===== src/rtl/arb_pkg.sv =====
// Shared definitions for the round-robin arbiter: requester count,
// grant index width, FSM state encoding and the rotation mask helper.
package arb_pkg;

   localparam int NUM_REQ = 8;
   localparam int ID_W    = 3;

   typedef enum logic {
      IDLE = 1'b0,
      BUSY = 1'b1
   } arb_state_t;

   // Bits with index strictly above last_id: ~((2 << last_id) - 1).
   // Computed one bit wider so that last_id = NUM_REQ-1 yields an empty mask.
   function automatic logic [NUM_REQ-1:0] above_mask(input logic [ID_W-1:0] last_id);
      logic [NUM_REQ:0] below_s;
      below_s = ((NUM_REQ+1)'(2) << last_id) - (NUM_REQ+1)'(1);
      return ~below_s[NUM_REQ-1:0];
   endfunction

endpackage


===== src/rtl/priority_encoder.sv =====
// Returns the position of the lowest set bit of req_vec (zero when none set).
module priority_encoder
   import arb_pkg::*;
(
   input  logic [NUM_REQ-1:0] req_vec,
   output logic [ID_W-1:0]    pos
);

   // Scan from MSB down so the lowest set bit is the last one written.
   always_comb begin
      pos = {ID_W{1'b0}};
      for (int i = NUM_REQ - 1; i >= 0; i--) begin
         pos = req_vec[i] ? ID_W'(i) : pos;
      end
   end

endmodule


===== src/rtl/round_robin_arbiter.sv =====
// Eight-way round-robin arbiter with a single registered one-hot grant,
// done/withdraw release and a hold-time limit that forces release.
module round_robin_arbiter
   import arb_pkg::*;
#(
   parameter int MAX_HOLD = 16
)
(
   input  logic               clk,
   input  logic               reset,
   input  logic [NUM_REQ-1:0] req,
   input  logic               done,
   output logic [NUM_REQ-1:0] grant,
   output logic               grant_valid,
   output logic [ID_W-1:0]    grant_id,
   output logic               timeout
);

   localparam int              CNT_W    = $clog2(MAX_HOLD);
   localparam logic [CNT_W-1:0] CNT_LAST = CNT_W'(MAX_HOLD - 1);

   arb_state_t        state_r;
   logic [CNT_W-1:0]  cnt_r;
   logic [ID_W-1:0]   last_r;

   logic [NUM_REQ-1:0] masked_s;
   logic [ID_W-1:0]    masked_pos_s;
   logic [ID_W-1:0]    plain_pos_s;
   logic [ID_W-1:0]    winner_s;
   logic               cur_req_s;
   logic               expire_s;
   logic               release_s;

   // Requesters after the last grantee get first pick; otherwise wrap around.
   always_comb begin
      masked_s = req & above_mask(last_r);
   end

   priority_encoder u_pe_masked (
      .req_vec (masked_s),
      .pos     (masked_pos_s)
   );

   priority_encoder u_pe_plain (
      .req_vec (req),
      .pos     (plain_pos_s)
   );

   // Pick the rotated winner when any requester lies above the pointer.
   always_comb begin
      if (masked_s != {NUM_REQ{1'b0}}) begin
         winner_s = masked_pos_s;
      end else begin
         winner_s = plain_pos_s;
      end
   end

   // Release conditions for the active grant.
   always_comb begin
      cur_req_s = req[grant_id];
      expire_s  = (cnt_r == CNT_LAST);
      release_s = done | ~cur_req_s | expire_s;
   end

   // Arbitration FSM with all outputs registered.
   always_ff @(posedge clk) begin
      if (reset) begin
         state_r     <= IDLE;
         grant       <= {NUM_REQ{1'b0}};
         grant_valid <= 1'b0;
         grant_id    <= {ID_W{1'b0}};
         timeout     <= 1'b0;
         cnt_r       <= {CNT_W{1'b0}};
         last_r      <= ID_W'(NUM_REQ - 1);
      end else begin
         case (state_r)
            IDLE: begin
               timeout <= 1'b0;
               if (req != {NUM_REQ{1'b0}}) begin
                  state_r     <= BUSY;
                  grant       <= {{(NUM_REQ-1){1'b0}}, 1'b1} << winner_s;
                  grant_valid <= 1'b1;
                  grant_id    <= winner_s;
                  cnt_r       <= {CNT_W{1'b0}};
               end else begin
                  state_r <= IDLE;
               end
            end
            BUSY: begin
               if (release_s) begin
                  state_r     <= IDLE;
                  grant       <= {NUM_REQ{1'b0}};
                  grant_valid <= 1'b0;
                  last_r      <= grant_id;
                  cnt_r       <= {CNT_W{1'b0}};
                  // Only a pure hold-limit expiry is reported as a timeout.
                  timeout     <= expire_s & ~done & cur_req_s;
               end else begin
                  cnt_r   <= cnt_r + CNT_W'(1);
                  timeout <= 1'b0;
               end
            end
            default: begin
               state_r     <= IDLE;
               grant       <= {NUM_REQ{1'b0}};
               grant_valid <= 1'b0;
               timeout     <= 1'b0;
               cnt_r       <= {CNT_W{1'b0}};
            end
         endcase
      end
   end

endmodule

===== config.mk =====
export PLATFORM = sky130hd
export DESIGN_NAME = round_robin_arbiter
export DESIGN_NICKNAME = d
export VERILOG_FILES = /design/src/rtl/arb_pkg.sv /design/src/rtl/priority_encoder.sv /design/src/rtl/round_robin_arbiter.sv
export SDC_FILE = /design/constraint.sdc
export NUM_CORES = 1
export LEC_CHECK = 0
export ABC_AREA = 1
export BUFFER_PORTS_ARGS = -buffer_cell sky130_fd_sc_hd__buf_2
export CORE_ASPECT_RATIO = 0.75
export CORE_UTILIZATION = 35
export DETAILED_ROUTE_END_ITERATION = 6
export PLACE_DENSITY = 0.6
export SLEW_MARGIN = 30
export SYNTH_ARGS = -nofsm -noshare
export SYNTH_HDL_FRONTEND = slang
export SYNTH_HIERARCHICAL = 1
export SYNTH_SLANG_ARGS = --single-unit

===== constraint.sdc =====
create_clock -name clk -period 2.9 [get_ports clk]
set_clock_uncertainty 0.15 [all_clocks]
set_input_delay 0.58 -clock clk [delete_from_list [all_inputs] [get_ports clk]]
set_output_delay 0.58 -clock clk [all_outputs]
set_load 0.01 [all_outputs]

==> flow_summary.ini <==
[outcome]
status = finished clean

[final_layout]
nets = 277
design_area_mm2 = 0.00176
layout-drive-gt1-share_pct = 23.2
final_cell_count_no_fill = 318
final_util_pct = 42.7
syn_to_final_growth_pct = 14.2
antennaDiodeCount = 0
n_fill_cell = 449

[setup_path]
worstPathRequired_ns = 2.88
cp_slowest_cell = dfxtp_1
end_kind = flip-flop
cpLargestDelayFamily = simple AND/OR/NAND/NOR gates
crit_arrival_ns = 2.57
worst-path-max-fanout = 7
slowest_delay_ns = 0.43
critPathBufInv = 3
cp_common_cell = nand2_1
path_cells = inv_2 -> nand3_1 -> ha_1 -> inv_1 -> nand2_1 -> nand2_1 -> o21bai_4 -> inv_1 -> or2_1 -> nor3_2 -> nor3b_2 -> o21bai_2 -> nand2_2 -> nor2_4 -> nand2_1 -> a21oi_2
crit_path_start_kind = flip-flop
critPathKind = flip-flop to flip-flop

[clocking]
cts-htree-levels = 1
clock_sinks = 21
cts_hold_buf = 0
cts_setup_buffers = 0
cts_buffer_depth = 2
clk_latency_ns = 0.26
clkTransAtPathRegs_ns = 0.08
cts_tree = built
clockRootBuffer = clkbuf_8
cts_resized = 0
cts_buffers = 3

[floorplan]
die_y_um = 59.5
die_w_um = 78.7
ioPinCount = 24
row_count = 20
start_util_pct = 37.4
core_mm2 = 0.00413
die-area_mm2 = 0.00468

[worst_hold_path]
hold_class = flip-flop to flip-flop

[synth]
synth_area_per_cell_um2 = 6.48
synth_top_family_by_area = simple AND/OR/NAND/NOR gates
yosysUniqueCellTypes = 32
synth_fa_ha_area_share_pct = 1.62
syn_area_mm2 = 0.00154
synth_compound_area_share_pct = 17.8
synth_ff_type = dfxtp_1
muxShareOfSynthArea_pct = 0
ys_ff_latch = 21
synth-xor-area-share_pct = 1.14
synth-simple-area-share_pct = 39.6
yosysWarnings = 6
ys_async_sr_fraction_pct = 0
synth-seq-area-share_pct = 27.3
netlist_instances = 238
synth_edf_count = 0

[pwr]
seqPwrFrac_pct = 37.3
p_sw_share_pct = 40.4
p_clk_share_pct = 20.0
p_leak_nw = 0.912
pwr-share-comb_pct = 42.7
power.ir.vdd_worst_mv = 0.293
p_per_area_mw_per_mm2 = 540
p_sw_mw = 0.384
intPower_mw = 0.568

[sta]
max_freq_mhz = 387
slew_viol_final = 0
rsz0062_at_grt = no
holdWs_ns = 0.342
period_needed_ns = 2.58
setup_tns_ns = 0
setup_viol = 0
fin_crit_sh_pct = 89.1
finalHoldViolCount = 0

[drt]
drt_iter0_markers = 72
dr.pass1.iters = 4
route.detailed.drc = 0
vias_per_cell = 4.71
postRouteAntennaNets = 0
wl_um = 3600
wire_per_inst_um = 11.3
via_count = 1497

[global_route]
grt_pass1_wl_um = 5960
overflow = 0
grt_max_degree = 19
grt_pass1_vias = 1278
grtUsageTotal_pct = 16.5
grt_antenna_before_repair = 0

[place]
dp.cells = 314
dpl_cell_area_mm2 = 0.00172
hpwl_um = 2950
place_congestion = 0.932
io_buffer_count = 23

[flow_run]
cap_violations = 0
-- Yosys cell counts, drive strengths merged, types with 3 or more instances --
cell type	instances	area share, %
nand2	59	16
inv	43	10
nand3	27	9.1
nor2	25	7.5
dfxtp	21	27
a21oi	20	8.4
o21ai	7	2.3
o211ai	6	2.9
o21bai	5	3.6
nor3	4	1.9
or2	4	1.6
clkbuf	3	0.73
nand4	3	1.2
-- metrics by stage --
step	setup slack (ns)	power [mW]
global placement	0.423	0.769
finish	0.316	0.952
detailed placement	0.337	0.770
global route	0.0151	1.03
CTS	0.312	0.960
floorplan	0.590	0.673
-- layout by cell type, fill, tap and decap left out, types with 5 or more instances in the layout --
cell      synthesis  routed
a21oi_2           8       8
o211ai_1          6       6
dfxtp_1          21      21
nand2_2           5       5
buf_2             0      23
nand3_1          26      26
nand2_1          52      52
inv_1            39      39
nor2_1           20      20
a21oi_1          12      12
-- flip-flops by register name, indices dropped and copies added (netlist names) --
register	cells
cnt_r	4
grant	8
grant_id	3
grant_valid	1
last_r	3
state_r	1
timeout	1
-- final timing paths --
path	to	slack [ns]	depth (start not counted)	from
setup reg to reg	grant[4]$_SDFFE_PP0P_	0.32	16	last_r[2]$_SDFFE_PP1P_
setup / recovery	grant[4]$_SDFFE_PP0P_	0.32	16	last_r[2]$_SDFFE_PP1P_
hold / removal	grant_valid$_SDFFE_PP0P_	0.34	2	grant_valid$_SDFFE_PP0P_
hold reg to reg	grant_valid$_SDFFE_PP0P_	0.34	2	grant_valid$_SDFFE_PP0P_
-- routing by layer --
layer | GRT usage (%) | vias up | wire length (um) | part of all wire, %
met5 | 0 | - | 0 | 0
met4 | 2.12 | 0 | 6 | 0.17
met3 | 6.92 | 2 | 331 | 9.2
met2 | 21.7 | 34 | 1360 | 38
met1 | 24.7 | 656 | 1900 | 53
li1 | - | 805 | - | -
-- power by group through the flow --
stage | Sequential (mW) | Clock, mW | Combinational [mW]
after CTS | 0.354 | 0.195 | 0.410
after global routing | 0.360 | 0.206 | 0.465
after global placement | 0.363 | 0 | 0.407
after detailed placement | 0.361 | 0 | 0.409
final | 0.355 | 0.191 | 0.407
after floorplan | 0.367 | 0 | 0.306
-- layout make-up --
class	instances	area, um2	share of cell area [%]
Inverter	43	161	9.16
Timing Repair Buffer	25	130	7.39
Multi-Input combinational cell	170	935	53.1
Tap cell	55	68.8	3.91
Clock inverter	1	5.00	0.284
Sequential cell	21	420	23.9
Clock buffer	3	41.3	2.34
-- worst register-to-register path: cells and delay by family, from the launching register on --
family | cells | cell delay, ns
AND/OR/NAND/NOR | 9 | 0.96
flip-flops | 1 | 0.43
AO/OA/AOI/OAI | 3 | 0.39
buffers and inverters | 3 | 0.29
adder cells (fa/ha/maj) | 1 | 0.24
-- cells by family (layout without fill, tap and decap cells) --
logic type	count (synthesis)	count (layout)
AO/OA/AOI/OAI	39	39
XOR/XNOR	2	2
adder cells (fa/ha/maj)	2	2
buffers and inverters	48	72
flip-flops	21	21
other	1	2
AND/OR/NAND/NOR	125	125
Power figures use the tool's default switching activity.
